<file path="config.mk">
export PLATFORM = sky130hd
export DESIGN_NAME = issue_stage_sequencer_flat
export DESIGN_NICKNAME = d
export VERILOG_FILES = /design/src/rtl/issue_stage_sequencer_if.sv /design/src/rtl/issue_stage_sequencer.sv /design/src/flat_wrapper.sv
export SDC_FILE = /design/constraint.sdc
export NUM_CORES = 1
export LEC_CHECK = 0
export CAP_MARGIN = 20
export CORE_MARGIN = 10
export CORE_UTILIZATION = 35
export CTS_CLUSTER_DIAMETER = 50
export DETAILED_ROUTE_END_ITERATION = 10
export GPL_TIMING_DRIVEN = 0
export PLACE_DENSITY = 0.6
export SYNTH_ARGS = -nofsm -noshare
export SYNTH_HDL_FRONTEND = slang
export SYNTH_SLANG_ARGS = --single-unit
</file>
<file path="constraint.sdc">
create_clock -name clk -period 3.14 [get_ports clk]
set_input_delay 0.628 -clock clk [delete_from_list [all_inputs] [get_ports clk]]
set_output_delay 0.628 -clock clk [all_outputs]
set_load 0.01 [all_outputs]
</file>
<file path="src/rtl/issue_stage_sequencer_if.sv">
// issue_stage_sequencer_if: control/status bundle between the core controller and the issue stage sequencer
interface issue_stage_sequencer_if #(
  parameter int NUM_STAGES = 5,
  parameter int STAGE_W    = $clog2(NUM_STAGES),
  parameter int RETIRE_W   = 32
);
  logic                  start;
  logic                  stall;
  logic                  flush;
  logic                  halt;
  logic                  instr_valid;
  logic                  instr_req;
  logic                  issue_reg_en;
  logic [STAGE_W-1:0]    stage;
  logic [NUM_STAGES-1:0] stage_en;
  logic                  retire;
  logic [RETIRE_W-1:0]   retired_count;
  logic                  busy;
  logic                  halted;
  modport master (
    output start, stall, flush, halt, instr_valid,
    input  instr_req, issue_reg_en, stage, stage_en, retire, retired_count, busy, halted
  );
  modport slave (
    input  start, stall, flush, halt, instr_valid,
    output instr_req, issue_reg_en, stage, stage_en, retire, retired_count, busy, halted
  );
endinterface

</file>
<file path="src/rtl/issue_stage_sequencer.sv">
// issue_stage_sequencer: multicycle stage counter with fetch handshake, stall/flush/halt and retire counting
module issue_stage_sequencer #(
  parameter int NUM_STAGES = 5,
  parameter int STAGE_W    = $clog2(NUM_STAGES),
  parameter int RETIRE_W   = 32
) (
  input logic                    clk,
  input logic                    rst_n,
  issue_stage_sequencer_if.slave io
);
  typedef enum logic [1:0] {IDLE, FETCH, EXEC, HALTED} state_t;
  localparam logic [STAGE_W-1:0] LAST = STAGE_W'(NUM_STAGES - 1);
  state_t              state_q, state_d;
  logic [STAGE_W-1:0]  stage_q, stage_d;
  logic [RETIRE_W-1:0] cnt_q, cnt_d;
  logic                hp_q, hp_d;
  logic                busy;
  always_ff @(posedge clk or negedge rst_n) begin
    if (!rst_n) begin
      state_q <= IDLE;
      stage_q <= '0;
      cnt_q   <= '0;
      hp_q    <= 1'b0;
    end else begin
      state_q <= state_d;
      stage_q <= stage_d;
      cnt_q   <= cnt_d;
      hp_q    <= hp_d;
    end
  end
  always_comb begin
    state_d         = state_q;
    stage_d         = stage_q;
    cnt_d           = cnt_q;
    hp_d            = hp_q;
    io.instr_req    = 1'b0;
    io.issue_reg_en = 1'b0;
    io.retire       = 1'b0;
    case (state_q)
      IDLE, HALTED: begin
        if (io.start) begin
          state_d = FETCH;
          stage_d = '0;
          hp_d    = 1'b0;
        end
      end
      FETCH: begin
        io.instr_req    = 1'b1;
        hp_d            = hp_q | io.halt;
        io.issue_reg_en = io.instr_valid & ~io.stall & ~io.flush;
        if (io.issue_reg_en) begin
          state_d = EXEC;
          stage_d = STAGE_W'(1);
        end
      end
      EXEC: begin
        hp_d = hp_q | io.halt;
        if (io.flush) begin
          state_d = FETCH;
          stage_d = '0;
        end else if (!io.stall) begin
          if (stage_q == LAST) begin
            io.retire = 1'b1;
            cnt_d     = cnt_q + 1'b1;
            stage_d   = '0;
            state_d   = (hp_q | io.halt) ? HALTED : FETCH;
          end else begin
            stage_d = stage_q + 1'b1;
          end
        end
      end
    endcase
  end
  assign busy             = (state_q == FETCH) || (state_q == EXEC);
  assign io.busy          = busy;
  assign io.halted        = state_q == HALTED;
  assign io.stage         = stage_q;
  assign io.stage_en      = busy ? (NUM_STAGES'(1) << stage_q) : '0;
  assign io.retired_count = cnt_q;
endmodule

</file>
<file path="src/flat_wrapper.sv">
// flat-port wrapper written by rule: the top's interface ports become plain ports
module issue_stage_sequencer_flat 
#(
  parameter int NUM_STAGES = 5,
  parameter int STAGE_W    = $clog2(NUM_STAGES),
  parameter int RETIRE_W   = 32
)
  (clk, rst_n, io_start, io_stall, io_flush, io_halt, io_instr_valid, io_instr_req, io_issue_reg_en, io_stage, io_stage_en, io_retire, io_retired_count, io_busy, io_halted);
  issue_stage_sequencer_if #(.NUM_STAGES(NUM_STAGES), .STAGE_W(STAGE_W), .RETIRE_W(RETIRE_W)) io_i ();
  input logic clk;
  input logic rst_n;
  input wire logic [$bits(io_i.start)-1:0] io_start;
  input wire logic [$bits(io_i.stall)-1:0] io_stall;
  input wire logic [$bits(io_i.flush)-1:0] io_flush;
  input wire logic [$bits(io_i.halt)-1:0] io_halt;
  input wire logic [$bits(io_i.instr_valid)-1:0] io_instr_valid;
  output wire logic [$bits(io_i.instr_req)-1:0] io_instr_req;
  output wire logic [$bits(io_i.issue_reg_en)-1:0] io_issue_reg_en;
  output wire logic [$bits(io_i.stage)-1:0] io_stage;
  output wire logic [$bits(io_i.stage_en)-1:0] io_stage_en;
  output wire logic [$bits(io_i.retire)-1:0] io_retire;
  output wire logic [$bits(io_i.retired_count)-1:0] io_retired_count;
  output wire logic [$bits(io_i.busy)-1:0] io_busy;
  output wire logic [$bits(io_i.halted)-1:0] io_halted;
  assign io_i.start = io_start;
  assign io_i.stall = io_stall;
  assign io_i.flush = io_flush;
  assign io_i.halt = io_halt;
  assign io_i.instr_valid = io_instr_valid;
  assign io_instr_req = io_i.instr_req;
  assign io_issue_reg_en = io_i.issue_reg_en;
  assign io_stage = io_i.stage;
  assign io_stage_en = io_i.stage_en;
  assign io_retire = io_i.retire;
  assign io_retired_count = io_i.retired_count;
  assign io_busy = io_i.busy;
  assign io_halted = io_i.halted;
  issue_stage_sequencer #(.NUM_STAGES(NUM_STAGES), .STAGE_W(STAGE_W), .RETIRE_W(RETIRE_W)) u_core (.clk(clk), .rst_n(rst_n), .io(io_i));
endmodule
</file>
==> Yosys cells after proc, flatten, opt, wreduce, memory -nomap -nowiden <==
Cells that the tools add are included.
{ "totals": {"reg_bits": 38, "output_inout_bits": 45, "elab_cells": 49} }
{ "classes": {"add_sub_neg": 2, "n_eq_ne": 8, "shifts": 1, "muxes": 22, "bitwise_logic": 5, "n_reduce_logical": 7} }
{ "ops": {"columns": ["operator", "n"], "rows": [
  ["$add 32x1->32 const B", 1],
  ["$mux 3", 5],
  ["$mux 2", 6],
  ["$pmux 3 s3", 1],
  ["$reduce_and 4->1", 2],
  ["$mux 1", 7],
  ["$pmux 2 s3", 1],
  ["$mux 5", 1],
  ["$shl 1x3->5 const A", 1],
  ["$eq 2x2->1 const B", 2],
  ["$reduce_or 2->1", 2],
  ["$add 3x1->3 const B", 1],
  ["$eq 3x3->1 const B", 1],
  ["$ne 3x2->1 const B", 1],
  ["$ne 3x3->1 const B", 1],
  ["$reduce_and 3->1", 1],
  ["$and 1x1->1", 2],
  ["$eq 2x1->1 const B", 1],
  ["$logic_not 2->1", 1],
  ["$ne 2x1->1 const B", 1],
  ["$ne 2x2->1 const B", 1],
  ["$not 1->1", 2],
  ["$pmux 1 s2", 1],
  ["$logic_or 1x1->1", 1],
  ["$or 1x1->1", 1]
]} }

==> Longest topological paths before layout <==
Gate-level depths: netlist of run 1.
{ "depth": {"depth_word": 6, "mapped_depth": 7, "mapped_depth_nobuf": 6} }

==> Worst setup path before layout of run 1 <==
OpenSTA, ideal clock, no wires.
{ "synth_path": {"path_kind": "flip-flop to output port", "startpoint": "reg u_core.stage_q[0] (netlist: u_core.io.stage[0])", "endpoint": "out io_retire", "arrival_ns": 1.411, "required_ns": 2.512, "slack_ns": 1.101, "stages_incl_launch_ff": 5, "path_buffers": 0, "cell_sequence": "dfrtp_1 -> inv_1 -> ha_1 -> nand2_1 -> nor3_1"} }
{ "synth_via": {"elab_chain_len": 5} }
{ "synth_lines": {"columns": ["item", "line", "text"], "rows": [
  ["start, declared", "issue_stage_sequencer.sv:14", "logic [STAGE_W-1:0] stage_q, stage_d;"],
  ["start signal, assigned", "issue_stage_sequencer.sv:26", "stage_q <= stage_d;"],
  ["$eq 3x3->1", "issue_stage_sequencer.sv:62", "if (stage_q == LAST) begin"],
  ["$mux 1", "issue_stage_sequencer.sv:62", null],
  ["$mux 1", "issue_stage_sequencer.sv:61", "end else if (!io.stall) begin"],
  ["$mux 1", "issue_stage_sequencer.sv:58", "if (io.flush) begin"],
  ["$mux 1", "issue_stage_sequencer.sv:39", "case (state_q)"],
  ["end, declared", "flat_wrapper.sv:21", "output wire logic [$bits(io_i.retire)-1:0] io_retire;"]
]} }
Every way passes these cells.

==> Final worst setup path of run 1 <==
{ "layout_path": {"startpoint": "in io_flush", "endpoint": "out io_retire"} }
{ "layout_via": {"elab_chain_len": 2} }
{ "layout_lines": {"columns": ["item", "line", "text"], "rows": [
  ["start, declared", "flat_wrapper.sv:14", "input wire logic [$bits(io_i.flush)-1:0] io_flush;"],
  ["$mux 1", "issue_stage_sequencer.sv:58", null],
  ["$mux 1", "issue_stage_sequencer.sv:39", null]
]} }
Every way passes these cells.

==> results.cfg, run 1 <==
[status]
status = finished clean

[global_routing]
gr-total-overflow = 0
antenna_found_initial = 0
grt_pass1_wl_mm = 7.72
grt_max_degree = 39
grt_usage_pct = 10.7
grt_pass1_vias = 1553

[placed_design]
dpl.cell_count = 310
dp_hpwl_mm = 3.53
place_congestion = 0.785
place_area_mm2 = 0.00258
io_buffers = 51
dp_slack_ns = -0.0878

[cts]
numCtsBuffers = 5
htree_levels = 2
clock_path_buffers = 2
cts.sinks = 38
clock_latency_ns = 0.29
cts_setup_buffers = 0
cts_root_buffer = clkbuf_8
path_clk_slew_ns = 0.08
tritoncts = done

[critical_path]
critical_path_class = input pin to primary output
slowest_stage = clkdlybuf4s50_1
rrSetupSlack_ns = 0.93
cp.required_ns = 2.51
worstPathCellList = clkdlybuf4s50_1 > nand2b_1 > nor3_2 > clkdlybuf4s50_1
crit_path_max_incr_delay_ns = 0.63
crit_path_start_kind = input pin
path_common_cell = clkdlybuf4s50_1
cp-end-kind = primary output
worst-path-max-fanout = 6
critPathArrivalTime_ns = 2.31

[detailed_routing]
vias_per_cell = 4.92
antenna_left = 0
drc_errors = 0
wl_mm = 4.69
drt-pass1-iter-count = 4
vias = 1569
wl_per_cell_um = 14.7
drt_iter0_drc = 80

[yosys]
syn_inst = 187
ys_types = 33
synth_area_mm2 = 0.00199
synth_area_leader_cell = dfrtp_1
yosysSeqAreaShare_pct = 47.8
avgSynthCellArea_um2 = 10.6
syn-num-nets = 204
synth-edff-count = 0
synth_largest_type_area_fraction_pct = 47.8
yosysWarnings = 0
synth_ff_type = dfrtp_1
synth_area_leaders = dfrtp_1 (48%), xnor2_1 (9.3%), ha_1 (6.3%), xor2_1 (4.4%), nand4_1 (3.8%)
async_flop_share_pct = 100
ys_seq_elements = 38

[die]
rows = 27
dieHeight_um = 95.4
dieArea_mm2 = 0.00910
ios = 52
initial_core_util_pct = 36.1
die_width_um = 95.4
core_mm2 = 0.00551

[timing]
fin_crit_sh_pct = 93.4
rsz0062_at_grt = no
setup_slack_ns = 0.206
hold_slack_ns = 0.436
hold_viol_final = 0
skew_ns = 0.00670
fin_crit_ns = 2.93
finalSetupViolCount = 0
final.setup.tns_ns = 0
clock.fmax_mhz = 341
tightest_slew_ns = 0.841
slew_headroom_pct = 43.9
maxSlewViolCount = 0

[cells_and_area]
syn_to_final_growth_pct = 36.3
final_common_cell = clkdlybuf4s50_1
postLayoutCellArea_mm2 = 0.00271
final_nets = 263
finish.utilization_pct = 49.2
layout.cells.non_filler = 319
final_cell_mix = clkdlybuf4s50_1 (50), dfrtp_1 (38), xnor2_1 (21), inv_1 (12), nand4_1 (12)
diodes = 0
drive_gt1_share_pct = 6.48

[power_and_ir_drop]
ir_worst_vdd_v = 0.000211
power_density_mw_per_mm2 = 501
power_mw = 1.36
cellLeakagePower_nw = 1.16

[job]
drv_cap = 0

[min_path]
hold_path_class = input pin to async pin
==> sequential cells by signal, indices dropped and copies added, names as in the netlist <==
name                     flops
u_core.hp_q                  1
u_core.io.retired_count     32
u_core.io.stage              3
u_core.state_q               2
==> worst max-delay path, delay by kind of cell <==
family / cells / cell delay, ns
and+or+nand+nor: 2 / 0.60
buffers and inverters: 2 / 1.08
==> report_power, final <==
group	leakage (nW)	internal [mW]	switching [mW]	total (mW)
clock	0.0504	0.236	0.182	0.419
sequential	0.513	0.516	0.0276	0.544
combinational	0.597	0.197	0.198	0.394
total	1.16	0.949	0.408	1.36
==> what timing repair did <==
action	4_1_cts	5_1_grt
endpoints found under the hold margin	0	0
hold buffers	0	0
endpoints found under the setup margin	1	0
gates resized for setup	1	0
==> Yosys cell counts, drive strengths merged (3+ instances only) <==
cell    instances
and2            4
nand3          11
nor2           11
ha             10
inv            12
nor3            6
dfrtp          38
xor2           10
and4            7
nand4          12
and3            5
nand2           9
nor4            6
xnor2          21
nand2b          3
==> per-layer routing <==
| layer | global-route usage, % | part of all wire (%) |
|---|---|---|
| met4 | 5.16 | 1.6 |
| met5 | 0 | 0 |
| met1 | 13.8 | 45 |
| met3 | 3.61 | 9.6 |
| met2 | 15.9 | 44 |
==> area by class of cell <==
type | count | area (um2)
fill | 525 | 2800
multi-input combinational | 136 | 992
sequential | 38 | 951
timing repair buffer | 52 | 513
tap | 72 | 90.1
clock buffer | 5 | 68.8
clock inverter | 3 | 45.0
inverter | 12 | 45.0
buffer | 1 | 5.00
==> path summary, 6_finish.rpt <==
kind                                              from                          end  depth (start not counted)
hold reg to reg            u_core.io.retired_count[31]  u_core.io.retired_count[31]                          1
hold / removal                                   rst_n  u_core.io.retired_count[12]                          1
max in group asynchronous                        rst_n  u_core.io.retired_count[16]                          1
min in group clk           u_core.io.retired_count[31]  u_core.io.retired_count[31]                          1
setup / recovery                              io_flush                    io_retire                          4
setup reg to reg                    u_core.io.stage[0]  u_core.io.retired_count[20]                          7
==> kinds of logic after synthesis <==
logic type,count (synthesis),share of synthesized area (%)
and+or+nand+nor,82,24.4
DFF,38,47.8
xor gates and xnor gates,31,13.7
buffers and inverters,13,2.52
AOI/OAI and AO/OA,11,4.22
adders and majority gates,10,6.29
muxes,2,1.07
Power figures use the tool's default switching activity.
==> inputs of run 2 (changes only) <==
- CELL_PAD_IN_SITES_DETAIL_PLACEMENT: unset -> 1
- CELL_PAD_IN_SITES_GLOBAL_PLACEMENT: unset -> 2
- CORE_UTILIZATION: 35 -> 32
- PLACE_DENSITY: 0.6 -> 0.83
==> run 2 against run 1 <==
  * Hold slack lost 0.0064 ns
  * Clock skew grew 0.0027 ns
  * Setup slack lost 0.058 ns
  * Flip-flop and latch count stayed put
  * Clock-buffer cell count rose by 1
  * Largest cell class unchanged
  * Largest power group unchanged
==> results.cfg, run 2 (synthesized netlist as in run 1, its figures left out) <==
[placed_design]
io_buffers = 51
dpl.cell_count = 313
place_area_mm2 = 0.00259
dp_slack_ns = -0.0637
dp_hpwl_mm = 3.97
place_congestion = 0.767

[global_routing]
grt_usage_pct = 11.3
grt_max_degree = 39
gr-total-overflow = 0
grt_pass1_wl_mm = 8.91
antenna_found_initial = 0
grt_pass1_vias = 1740

[cts]
cts_root_buffer = clkbuf_8
clock_latency_ns = 0.31
ctsHoldBuffers = 0
clock_path_buffers = 2
cts.sinks = 38
numCtsBuffers = 5
path_clk_slew_ns = 0.08
htree_levels = 2
cts_setup_buffers = 0
tritoncts = done

[power_and_ir_drop]
ir_worst_vdd_v = 0.000285
power_density_mw_per_mm2 = 540
cellLeakagePower_nw = 1.18

[status]
status = finished clean

[job]
drv_cap = 0

[min_path]
hold_path_class = input pin to async pin

[timing]
clock.fmax_mhz = 334
tightest_slew_ns = 1.04
hold_slack_ns = 0.429
skew_ns = 0.00944
finalSetupViolCount = 0
maxSlewViolCount = 0
fin_crit_sh_pct = 95.3
slew_headroom_pct = 30.1
rsz0062_at_grt = no
setup_slack_ns = 0.148
fin_crit_ns = 2.99
hold_viol_final = 0

[cells_and_area]
postLayoutCellArea_mm2 = 0.00274
final_cell_mix = clkdlybuf4s50_1 (50), dfrtp_1 (38), xnor2_1 (21), inv_1 (12), nand4_1 (12)
fillers = 672
final_nets = 262
drive_gt1_share_pct = 6.10
syn_to_final_growth_pct = 37.6
diodes = 0
final_common_cell = clkdlybuf4s50_1
largest_reg_flops = 32
layout.cells.non_filler = 321

[critical_path]
crit_path_start_kind = input pin
critical_path_class = input pin to primary output
cp-end-kind = primary output
critPathArrivalTime_ns = 2.36
worst-path-max-fanout = 6
rr_worst_depth = 6
cp.required_ns = 2.51

[detailed_routing]
vias = 1620
vias_per_cell = 5.05
wl_mm = 5.29
antenna_left = 0
wl_per_cell_um = 16.5
drt_iter0_drc = 50
drt-pass1-iter-count = 4
drc_errors = 0

[die]
dieArea_mm2 = 0.00977
core_mm2 = 0.00599
ios = 52
rows = 28
die_width_um = 98.8
initial_core_util_pct = 33.2
dieHeight_um = 98.8
==> run 2: changes by cell type in the layout (fill, tap and decap cells not counted) <==
cell,change
clkinvlp_4,-2
bufinv_16,+1
clkbuf_4,-1
clkbuf_8,+1
==> run 2: path summary, 6_finish.rpt <==
| kind | end | from | slack, ns |
|---|---|---|---|
| max in group asynchronous | u_core.io.retired_count[31] | rst_n | 2.16 |
| worst min register to register | u_core.io.retired_count[31] | u_core.io.retired_count[31] | 0.47 |
| worst min-delay path | u_core.io.retired_count[10] | rst_n | 0.43 |
| worst max register to register | u_core.io.retired_count[27] | u_core.io.stage[0] | 0.75 |
| worst max-delay path | io_retire | io_flush | 0.15 |
| min in group clk | u_core.io.retired_count[31] | u_core.io.retired_count[31] | 0.47 |
==> run 2: layout make-up <==
class	count	area [um2]	share of cell area (%)
plain buffers	1	5.00	0.183
clock buffers	6	82.6	3.02
clock inverters	2	60.1	2.20
inverters	12	45.0	1.65
multi-input cells	136	992	36.3
flip-flops and latches	38	951	34.8
well taps	75	93.8	3.43
repair buffers	51	505	18.5
==> run 2: power breakdown <==
part	switching (mW)	internal [mW]	total, mW
clock network	0.186	0.339	0.525
logic	0.208	0.199	0.407
registers	0.0291	0.516	0.545
total	0.424	1.05	1.48
==> run 2: worst max-delay path, stage by stage <==
cell	delay, ns
clkdlybuf4s50_1	0.46
nand2b_1	0.24
nor3_2	0.40
clkdlybuf4s50_1	0.64
==> run 2: layer usage <==
layer | routed length [um] | GRT usage, %
met5 | 0 | 0
met4 | 90 | 4.96
met3 | 329 | 4.75
met2 | 2470 | 17.1
met1 | 2400 | 13.6
==> run 2: per-stage QoR <==
| stage | utilization (%) | power (mW) | TNS (ns) |
|---|---|---|---|
| 6_report | 45.7 | 1.48 | 0 |
| 2_1_floorplan | - | 0.783 | 0 |
| 3_5_place_dp | 43.2 | 0.966 | -0.0637 |
| 5_1_grt | 45.7 | 1.57 | 0 |
| 4_1_cts | 45.7 | 1.50 | 0 |
| 3_3_place_gp | 43.3 | 0.955 | -0.0833 |
==> run 2: timing repair <==
| action | 4_1_cts | 5_1_grt |
|---|---|---|
| gates resized for setup | 1 | 0 |
| endpoints found under the hold margin | 0 | 0 |
| setup endpoints to repair | 1 | 0 |
==> edit, RTL diff (flow settings as in run 1) <==
`RETIRE_W` is set to 32 in 3 places; all go to 64.
--- a/src/rtl/issue_stage_sequencer_if.sv
+++ b/src/rtl/issue_stage_sequencer_if.sv
@@ -4,3 +4,3 @@
   parameter int STAGE_W    = $clog2(NUM_STAGES),
-  parameter int RETIRE_W   = 32
+  parameter int RETIRE_W   = 64
 );
--- a/src/rtl/issue_stage_sequencer.sv
+++ b/src/rtl/issue_stage_sequencer.sv
@@ -4,3 +4,3 @@
   parameter int STAGE_W    = $clog2(NUM_STAGES),
-  parameter int RETIRE_W   = 32
+  parameter int RETIRE_W   = 64
 ) (
--- a/src/flat_wrapper.sv
+++ b/src/flat_wrapper.sv
@@ -5,3 +5,3 @@
   parameter int STAGE_W    = $clog2(NUM_STAGES),
-  parameter int RETIRE_W   = 32
+  parameter int RETIRE_W   = 64
 )
Interface: changed (resized io_retired_count); port bits go from 52 to 84. The function was not compared with the original's and may differ.
==> edit against run 1 <==
Largest power group unchanged; synthesized cell count rose by 75%; critical endpoint unchanged; power up 52%; setup slack got worse by 0.042 ns; via count is 74% higher; fmax down 1.4%; sequential cell count is 32 higher; design area is 71% higher; area after synthesis increased by 73%; wire length up 85%; sequential power increased by 76%; highest routed layer unchanged; clock power grew 69%.
==> edit: results (changes against run 1) <==
.. list-table::
   :header-rows: 1

   * - Metric
     - Value
   * - Global-route wire length before repair
     - 14,500 um (+88%)
   * - Maximum count of clock buffers along a single path
     - 2 (unchanged)
   * - Arrival time at the worst endpoint
     - 2.35 ns (+0.04 ns)
   * - Post-layout nets
     - 440 (+67%)
   * - Top post-synthesis cells by area
     - sky130_fd_sc_hd__dfrtp_1, sky130_fd_sc_hd__xor2_1, sky130_fd_sc_hd__xnor2_1
   * - Number of optimization iterations in the first detailed-route pass
     - 6 (+2)
   * - Maximum number of pins on one net before global-route repair
     - 67 (+72%)
   * - Number of DRC markers in iteration 0
     - 85 (+6.3%)
   * - Clk_skew
     - 0.007508 ns (+0.0008127 ns)
   * - Fraction of the core area covered by cells at the end of the flow
     - 0.4796 (-0.01257)
   * - Placed inst area
     - 4457 um^2 (+72%)
   * - Dpl cells
     - 545 (+76%)
   * - Total global-route track usage
     - 0.1226 (+0.01525)
   * - Via count normalized by instance count
     - 4.886 (-0.67%)
   * - Share of async-settable or async-resettable flops after synthesis
     - 1.000 (unchanged)
   * - Number of antenna violations at the first check in global routing
     - 0 (unchanged)
   * - Leakage power total
     - 2.072 nW (+79%)
   * - Leftover overflow at the end of global routing
     - 0 (unchanged)
   * - Slew HR
     - 0.5423 (+0.1029)
   * - Post-detailed-route wirelength per cell
     - 15.55 um (+5.7%)
   * - Worst stage delay on the critical path
     - 0.61 ns (-0.02 ns)
   * - Clock latency of the later-clocked register in the worst-skew pair
     - 0.33 ns (+0.04 ns)
   * - # port buffers
     - 83 (+63%)
   * - Register-to-Register Setup Slack
     - 0.29 ns (-0.64 ns)
   * - Cts bufs inserted
     - 9 (+4)
   * - Final hold slack
     - 0.09424 ns (-0.3416 ns)
   * - Flip-flop count of the largest register, all copies and words added
     - 64 (+100%)
   * - Fill cells
     - 937 (+78%)
   * - Warnings, synthesis
     - 0 (unchanged)
   * - Post-cts resize count
     - 0 (-1)
   * - Synthesized netlist net count
     - 345 (+69%)
   * - Outcome
     - finished clean
   * - Last weighted congestion value of the routability-driven placer
     - 0.7994 (+1.9%)
   * - Post-route fraction of the period consumed by the critical path
     - 0.9479 (+0.01352)
   * - Synthesized instance count
     - 328 (+75%)
   * - Post-synthesis cell type count
     - 34 (+3.0%)
   * - Worst setup slack before clock tree synthesis
     - -0.1830 ns (-0.09522 ns)
   * - Largest fanout on the critical path
     - 5 (-1)
   * - # H-tree levels
     - 3 (+1)
   * - Detailed placer's ending HPWL
     - 6411 um (+82%)
   * - Fraction of final layout cells with drive strength greater than 1
     - 0.05621 (-0.008571)
   * - CP delay by family, top
     - buffers and inverters
   * - Wirelength, routed
     - 8707 um (+85%)
   * - Number of global-route vias before repair
     - 2,795 (+80%)
   * - Sequential area share after synthesis
     - 0.5100 (+0.03173)
   * - IR Drop Worst-Case VDD
     - 0.2421 mV (+15%)
   * - Top cell types by occurrence after synthesis
     - sky130_fd_sc_hd__dfrtp_1, sky130_fd_sc_hd__xor2_1, sky130_fd_sc_hd__xnor2_1, sky130_fd_sc_hd__nand2_1, sky130_fd_sc_hd__nand3_1
==> edit: cell families after synthesis <==
group / synth area share
AND/OR/NAND/NOR: 0.2455
multiplexers: 0.006193
adder cells (fa/ha/maj): 0.03643
AO/OA/AOI/OAI: 0.01967
XOR/XNOR: 0.1607
buffers and inverters: 0.02149
flip-flops: 0.5100
==> edit: where the power goes <==
part / internal [mW] / switching (mW)
Clock: 0.379 / 0.329
Combinational: 0.195 / 0.206
Sequential: 0.928 / 0.0277
==> edit: final timing paths <==
kind | start | end | cells after the start
worst min register to register | u_core.io.retired_count[63] | u_core.io.retired_count[63] | 1
worst max-delay path | io_flush | io_retire | 4
worst min-delay path | rst_n | u_core.io.retired_count[5] | 1
min in group clk | u_core.io.retired_count[63] | u_core.io.retired_count[63] | 1
worst max register to register | u_core.io.stage[0] | u_core.io.retired_count[58] | 7
max in group asynchronous | rst_n | u_core.io.retired_count[19] | 2
==> edit: layer usage <==
| layer | part of all wire | vias up | track usage |
|---|---|---|---|
| met3 | 0.065 | 6 | 0.03684 |
| li1 | - | 1329 | - |
| met4 | 0.0088 | 0 | 0.04122 |
| met1 | 0.45 | 1336 | 0.1531 |
| met2 | 0.48 | 65 | 0.1978 |
| met5 | 0 | - | 0 |
==> edit: cell type report <==
class,count,area share
sequential,70,0.3772
multi-input combinational,239,0.3464
timing repair buffer,84,0.1843
tap,133,0.03583
clock buffer,10,0.02963
inverter,14,0.01131
clock inverter,5,0.01078
buffer,5,0.004580
